<file path="config.mk">
export PLATFORM = sky130hd
export DESIGN_NAME = pipe_hazard_ctrl
export DESIGN_NICKNAME = d
export VERILOG_FILES = /design/src/rtl/pipe_hazard_ctrl.sv
export SDC_FILE = /design/constraint.sdc
export NUM_CORES = 1
export LEC_CHECK = 0
export CORE_ASPECT_RATIO = 0.9
export CORE_MARGIN = 2
export CORE_UTILIZATION = 32
export DETAILED_ROUTE_END_ITERATION = 10
export GPL_ROUTABILITY_DRIVEN = 0
export PLACE_DENSITY = 0.64
export SYNTH_ARGS = -nofsm -noshare
export SYNTH_HDL_FRONTEND = slang
export SYNTH_SLANG_ARGS = --single-unit
</file>
<file path="constraint.sdc">
create_clock -name clk -period 3.6 [get_ports clk]
set_clock_uncertainty 0.15 [all_clocks]
set_input_delay 0.36 -clock clk [delete_from_list [all_inputs] [get_ports clk]]
set_output_delay 0.36 -clock clk [all_outputs]
set_load 0.02 [all_outputs]
</file>
<file path="src/rtl/pipe_hazard_ctrl.sv">
// pipe_hazard_ctrl: stall/flush/redirect control for a 5-stage pipeline, with perf counters and a sticky memory-timeout flag
module pipe_hazard_ctrl #(
  parameter int TIMEOUT = 16,
  parameter int CNT_W = 32
) (
  input  logic             clk,
  input  logic             rst,
  input  logic [4:0]       id_rR1,
  input  logic [4:0]       id_rR2,
  input  logic             id_use1,
  input  logic             id_use2,
  input  logic [4:0]       ex_wR,
  input  logic             ex_rf_we,
  input  logic             ex_is_load,
  input  logic             ex_br_taken,
  input  logic             mem_busy,
  input  logic             perf_clr,
  output logic             pc_stall,
  output logic             if_id_stall,
  output logic             if_id_flush,
  output logic             id_ex_stall,
  output logic             id_ex_flush,
  output logic             ex_mem_stall,
  output logic             mem_wb_stall,
  output logic             redirect_valid,
  output logic             err_timeout,
  output logic [CNT_W-1:0] cnt_stall,
  output logic [CNT_W-1:0] cnt_flush,
  output logic [CNT_W-1:0] cnt_freeze
);
  localparam logic [1:0] RUN = 2'd0, FREEZE = 2'd1, ERR = 2'd2;
  localparam int WW = $clog2(TIMEOUT + 1);
  logic [1:0] state_q, state_d;
  logic [WW-1:0] wait_q, wait_d, wait_inc;
  logic [CNT_W-1:0] stall_q, stall_d, flush_q, flush_d, freeze_q, freeze_d;
  logic lu, fz, rd, ld;
  assign lu = ex_is_load & ex_rf_we & (ex_wR != 5'd0) &
              ((id_use1 & (id_rR1 == ex_wR)) | (id_use2 & (id_rR2 == ex_wR)));
  assign fz = mem_busy;
  assign rd = !mem_busy & ex_br_taken;
  assign ld = !mem_busy & !ex_br_taken & lu;
  assign pc_stall = fz | ld;
  assign if_id_stall = fz | ld;
  assign if_id_flush = rd;
  assign id_ex_stall = fz;
  assign id_ex_flush = rd | ld;
  assign ex_mem_stall = fz;
  assign mem_wb_stall = fz;
  assign redirect_valid = rd;
  assign err_timeout = state_q == ERR;
  assign cnt_stall = stall_q;
  assign cnt_flush = flush_q;
  assign cnt_freeze = freeze_q;
  assign wait_inc = wait_q + WW'(1);
  function automatic logic [CNT_W-1:0] sat(input logic [CNT_W-1:0] c, input logic inc);
    return (inc && c != '1) ? c + CNT_W'(1) : c;
  endfunction
  always_comb begin
    state_d = state_q == ERR ? ERR :
              !mem_busy ? RUN :
              (state_q == FREEZE && wait_inc == WW'(TIMEOUT)) ? ERR : FREEZE;
    wait_d = state_q == ERR ? wait_q : !mem_busy ? '0 : wait_inc;
    stall_d = perf_clr ? '0 : sat(stall_q, ld);
    flush_d = perf_clr ? '0 : sat(flush_q, rd);
    freeze_d = perf_clr ? '0 : sat(freeze_q, fz);
  end
  always_ff @(posedge clk) begin
    if (!rst) begin
      state_q <= RUN;
      wait_q <= '0;
      stall_q <= '0;
      flush_q <= '0;
      freeze_q <= '0;
    end else begin
      state_q <= state_d;
      wait_q <= wait_d;
      stall_q <= stall_d;
      flush_q <= flush_d;
      freeze_q <= freeze_d;
    end
  end
endmodule

</file>
# Yosys cells after proc, flatten, opt, wreduce, memory -nomap -nowiden
# Index checks and enable logic that the tools add are counted.
# Widths: inputs -> output; s select.
[totals]
regBits = 103
output_inout_bits = 105
wordCells = 44
[op_classes]
addsub = 4
n_eq_ne = 8
mux = 4
n_bitwise = 13
reduce_logical = 9
[ops]
columns = ["cell", "count"]
rows = [
  ["$add 32x1->32 const B", 3],
  ["$ne 32x32->1 const B", 3],
  ["$eq 5x5->1", 2],
  ["$and 1x1->1", 8],
  ["$mux 2", 3],
  ["$add 5x1->5 const B", 1],
  ["$eq 5x5->1 const B", 1],
  ["$mux 5", 1],
  ["$reduce_bool 5->1", 1],
  ["$logic_and 1x1->1", 4],
  ["$or 1x1->1", 3],
  ["$reduce_or 3->1", 1],
  ["$eq 2x1->1 const B", 1],
  ["$eq 2x2->1 const B", 1],
  ["$logic_not 1->1", 2],
  ["$not 1->1", 2],
  ["$reduce_or 2->1", 1],
]

# Depth between registers and ports, before layout
[logic_depth]
word_depth = 6
depth_mapped = 10

# Worst setup path before layout
# No wires, ideal clock.
[synth_timing]
path_kind = "register to register"
start = "register stall_q[0], in the netlist cnt_stall[0]"
end = "register stall_q[1], in the netlist cnt_stall[1]"
setup_time_ns = 0.128
arrival_time_ns = 2.227
required_time_ns = 3.322
path_slack_ns = 1.095
path_stages_with_launch = 11
n_path_buf = 3
cell_sequence = "dfxtp_1 ha_1 and2_1 clkbuf_1 nand3_1 nor4_1 a211o_1 buf_2 buf_2 mux2i_1 nor2_1"
[synth_via]
elab_chain_cells = 2
[synth_lines]
columns = ["item", "line_no", "source"]
rows = [
  ["from (decl)", "35", "logic [CNT_W-1:0] stall_q, stall_d, flush_q, flush_d, freeze_q, freeze_d;"],
  ["from (signal assigned)", "77", "stall_q <= stall_d;"],
  ["branches (longest 2 deep; another with $add 32x1->32)", "--", ""],
]
# Several ways; the timed one is not identified.
# A chain may end at the register's enable or synchronous reset.

# Final worst setup path
[layout_timing]
start = "input port ex_wR[4]"
end = "output port id_ex_flush"
[layout_via]
elab_chain_cells = 6
[layout_lines]
columns = ["item", "line_no", "source"]
rows = [
  ["from (decl)", "12", "input logic [4:0] ex_wR,"],
  ["$eq 5x5->1", "38", "((id_use1 & (id_rR1 == ex_wR)) | (id_use2 & (id_rR2 == ex_wR)));"],
  ["$and 1x1->1", "38", ""],
  ["$or 1x1->1", "38", ""],
  ["$and 1x1->1 *", "37", "assign lu = ex_is_load & ex_rf_we & (ex_wR != 5'd0) &"],
  ["$and 1x1->1 *", "41", "assign ld = !mem_busy & !ex_br_taken & lu;"],
  ["$or 1x1->1 *", "46", "assign id_ex_flush = rd | ld;"],
  ["to (decl)", "22", "output logic id_ex_flush,"],
]
# Every way passes the cells marked *; elsewhere a longest branch is shown, timed or not.

==> metrics.cfg <==
[synth]
async_reset_ff_share_pct=0
synth_edf_count=0
yosysSeqAreaShare_pct=40.39
syn_avg_cell_area_um2=8.287
synth_top_area_share_pct=40.39
ys_seq_elements=103
ys_warn_count=0
synth_cells=616
syn_area_um2=5105
syn_nets=645
yosysUniqueCellTypes=47
synthTopCellsByArea=dfxtp_1 (40%), xor2_1 (8.4%), nor2_1 (5.1%)
yosys.area.top_type=dfxtp_1
synthFlopType=dfxtp_1

[routing]
via_per_inst=5.005
drt-total-wl_mm=12.74
routedWlPerCell_um=13.56
ant_nets=0
drcViolationCount=0
num_vias=4705
drtIter0Drc=163
drt_pass1_iterations=6

[flow_run]
cap_viol_max_count=0

[setup_path]
cp.required_ps=3090
worst-r2r-cell-count=6
reg2reg_slack_ps=930
cp_max_fo=10
arrival_ps=2710
end_kind=output pin
cp-start-kind=primary input
timing.rr.end=cnt_freeze[19]$_SDFFE_PP0P_
r2r_start=cnt_freeze[8]$_SDFFE_PP0P_
crit_type=in -> out

[final_layout]
fill_cells=1565
area_delta_synth_final_pct=34.04
seq_area_um2=2062
final_common_cell=clkdlybuf4s50_1
drive_above_1_share_pct=4.743
postLayoutCoreUtil_pct=44.16
antennaDiodeCount=0
multiInputGateArea_um2=2855
final_cell_mix=clkdlybuf4s50_1 (128), dfxtp_1 (103), nor2_1 (70), nand2_1 (50), xor2_1 (49)
fin_nets=762

[cts]
cts.path.max_buffers=2
cts_resized=0
cts.clk_slew.worst_paths_ps=70
tritoncts=done
worst_skew_pair.late_latency_ps=350
clock-sinks=103
root_buffer=clkbuf_16
post_cts_buffers=0
htreeDepth=3
cts_hold_buf=0
cts_buffers=9

[pwr]
ir_worst_vdd_mv=0.2076
report.power.total_mw=2.170
p_leak_nw=2.181
powerDensity_nw_per_um2=317.2

[floorplan]
num_io_pins=129
initial_core_util_pct=32.95
core-area_um2=15490
fp.dieH_um=123.8
die-area_um2=16980
num_rows=43
die_w_um=137.1

[timing]
whs_ps=344.7
finalSetupViolCount=0
fin_crit_ps=3223
rsz0062_at_grt=no
final_hold_viol_count=0
slew_headroom_pct=52.56
timing.setup.tns_ps=0
finalMaxSlewViolations=0
timing.fmax_mhz=310.3
post-route-period-util_pct=89.52
worst_pin_slew_ps=710.2

[grt]
antenna_found_initial=0
grt_use_total_pct=15.24
grt_pass1_wl_mm=20.71
overflow=0
grt_max_degree=86
grt_pass1_vias=4118

[min_path]
worstHoldStart=cnt_stall[18]$_SDFFE_PP0P_
holdPathEnd=cnt_stall[18]$_SDFFE_PP0P_
holdPathStages=2
hold_class=reg -> reg

[status]
status=completed

[placed_design]
port_buffers=128
dp_hpwl_mm=9.163

## cells in the mapped netlist (all sizes together), types with 2 or more instances
library cell and n:
o211ai 2, nand3 40, nor3 12, o21ai 28, and2 7, and3 17
clkbuf 18, inv 12, nand4b 2, a211oi 2, ha 5, nand2 51
nand2b 9, nor2b 6, a21oi 33, nor3b 3, or2 4, and4 13
buf 12, dfxtp 103, xnor2 17, or4 7, a31oi 2, mux2i 10
or3 26, nor4 10, xor2 49, nand4 30, nor4b 2, o31ai 5
nor2 70
## state kept, by name, summed over array words and instances (netlist names)
register	cells
cnt_stall	32
state_q	2
wait_q	5
cnt_flush	32
cnt_freeze	32
## per-layer routing
layer | track usage, % | share of wire, % | wire length [um] | vias up
met5 | 0 | 0 | 0 | -
met4 | 3.673 | 0.82 | 104 | 0
met3 | 4.274 | 5.5 | 697 | 6
met2 | 23.04 | 44 | 5593 | 95
met1 | 21.46 | 50 | 6349 | 2186
li1 | - | - | - | 2418
## critical path: stages
cell and delay [ps]:
clkdlybuf4s50_1 470, xor2_1 190, nor4_1 310, a32oi_1 210
or2_2 410, nand2_1 150, clkdlybuf4s50_1 610
## cell type report
type                       count  share of cell area [%]
multi-input combinational    471                   41.73
sequential                   103                   30.13
timing repair buffer         136                   19.78
clock buffer                  10                   3.346
tap                          202                   3.694
inverter                      12                  0.6583
clock inverter                 6                  0.6583
## cells by family (layout without fill, tap and decap cells)
logic type / Yosys count / after routing / share of synthesized area, %
simple gates: 313 / 313 / 32.67
buf+inv: 42 / 164 / 3.774
compound gates: 77 / 77 / 8.652
flops: 103 / 103 / 40.39
xor+xnor: 66 / 66 / 11.32
mux: 10 / 10 / 1.961
fa+ha+maj: 5 / 5 / 1.225
## power breakdown
group	leakage, nW	total, mW	internal, mW	switching, mW
Clock	0.125	0.917	0.472	0.445
Combinational	1.23	0.109	0.0517	0.0570
Sequential	0.830	1.14	1.14	0.00300
Total	2.18	2.17	1.67	0.505
## worst max path at each step
| stage | from | end | cells past startpoint |
|---|---|---|---|
| 5_1_grt | ex_wR[4] | id_ex_flush | 7 |
| 4_1_cts | ex_wR[4] | id_ex_flush | 7 |
| 6_report | ex_wR[4] | id_ex_flush | 7 |
| 3_5_place_dp | ex_wR[4] | id_ex_flush | 7 |
| 3_3_place_gp | ex_wR[4] | id_ex_flush | 7 |
| 2_1_floorplan | cnt_stall[0]$_SDFFE_PP0P_ | cnt_stall[1]$_SDFFE_PP0P_ | 10 |
## metrics by stage
step	instances	area, um^2	worst slack, ps
2_1_floorplan	616	5105	1095
3_3_place_gp	924	6569	419.4
3_5_place_dp	924	6569	351.4
4_1_cts	940	6843	348.3
5_1_grt	940	6843	230.7
6_report	940	6843	377.2
No activity file was read; power rests on OpenSTA's default activity.
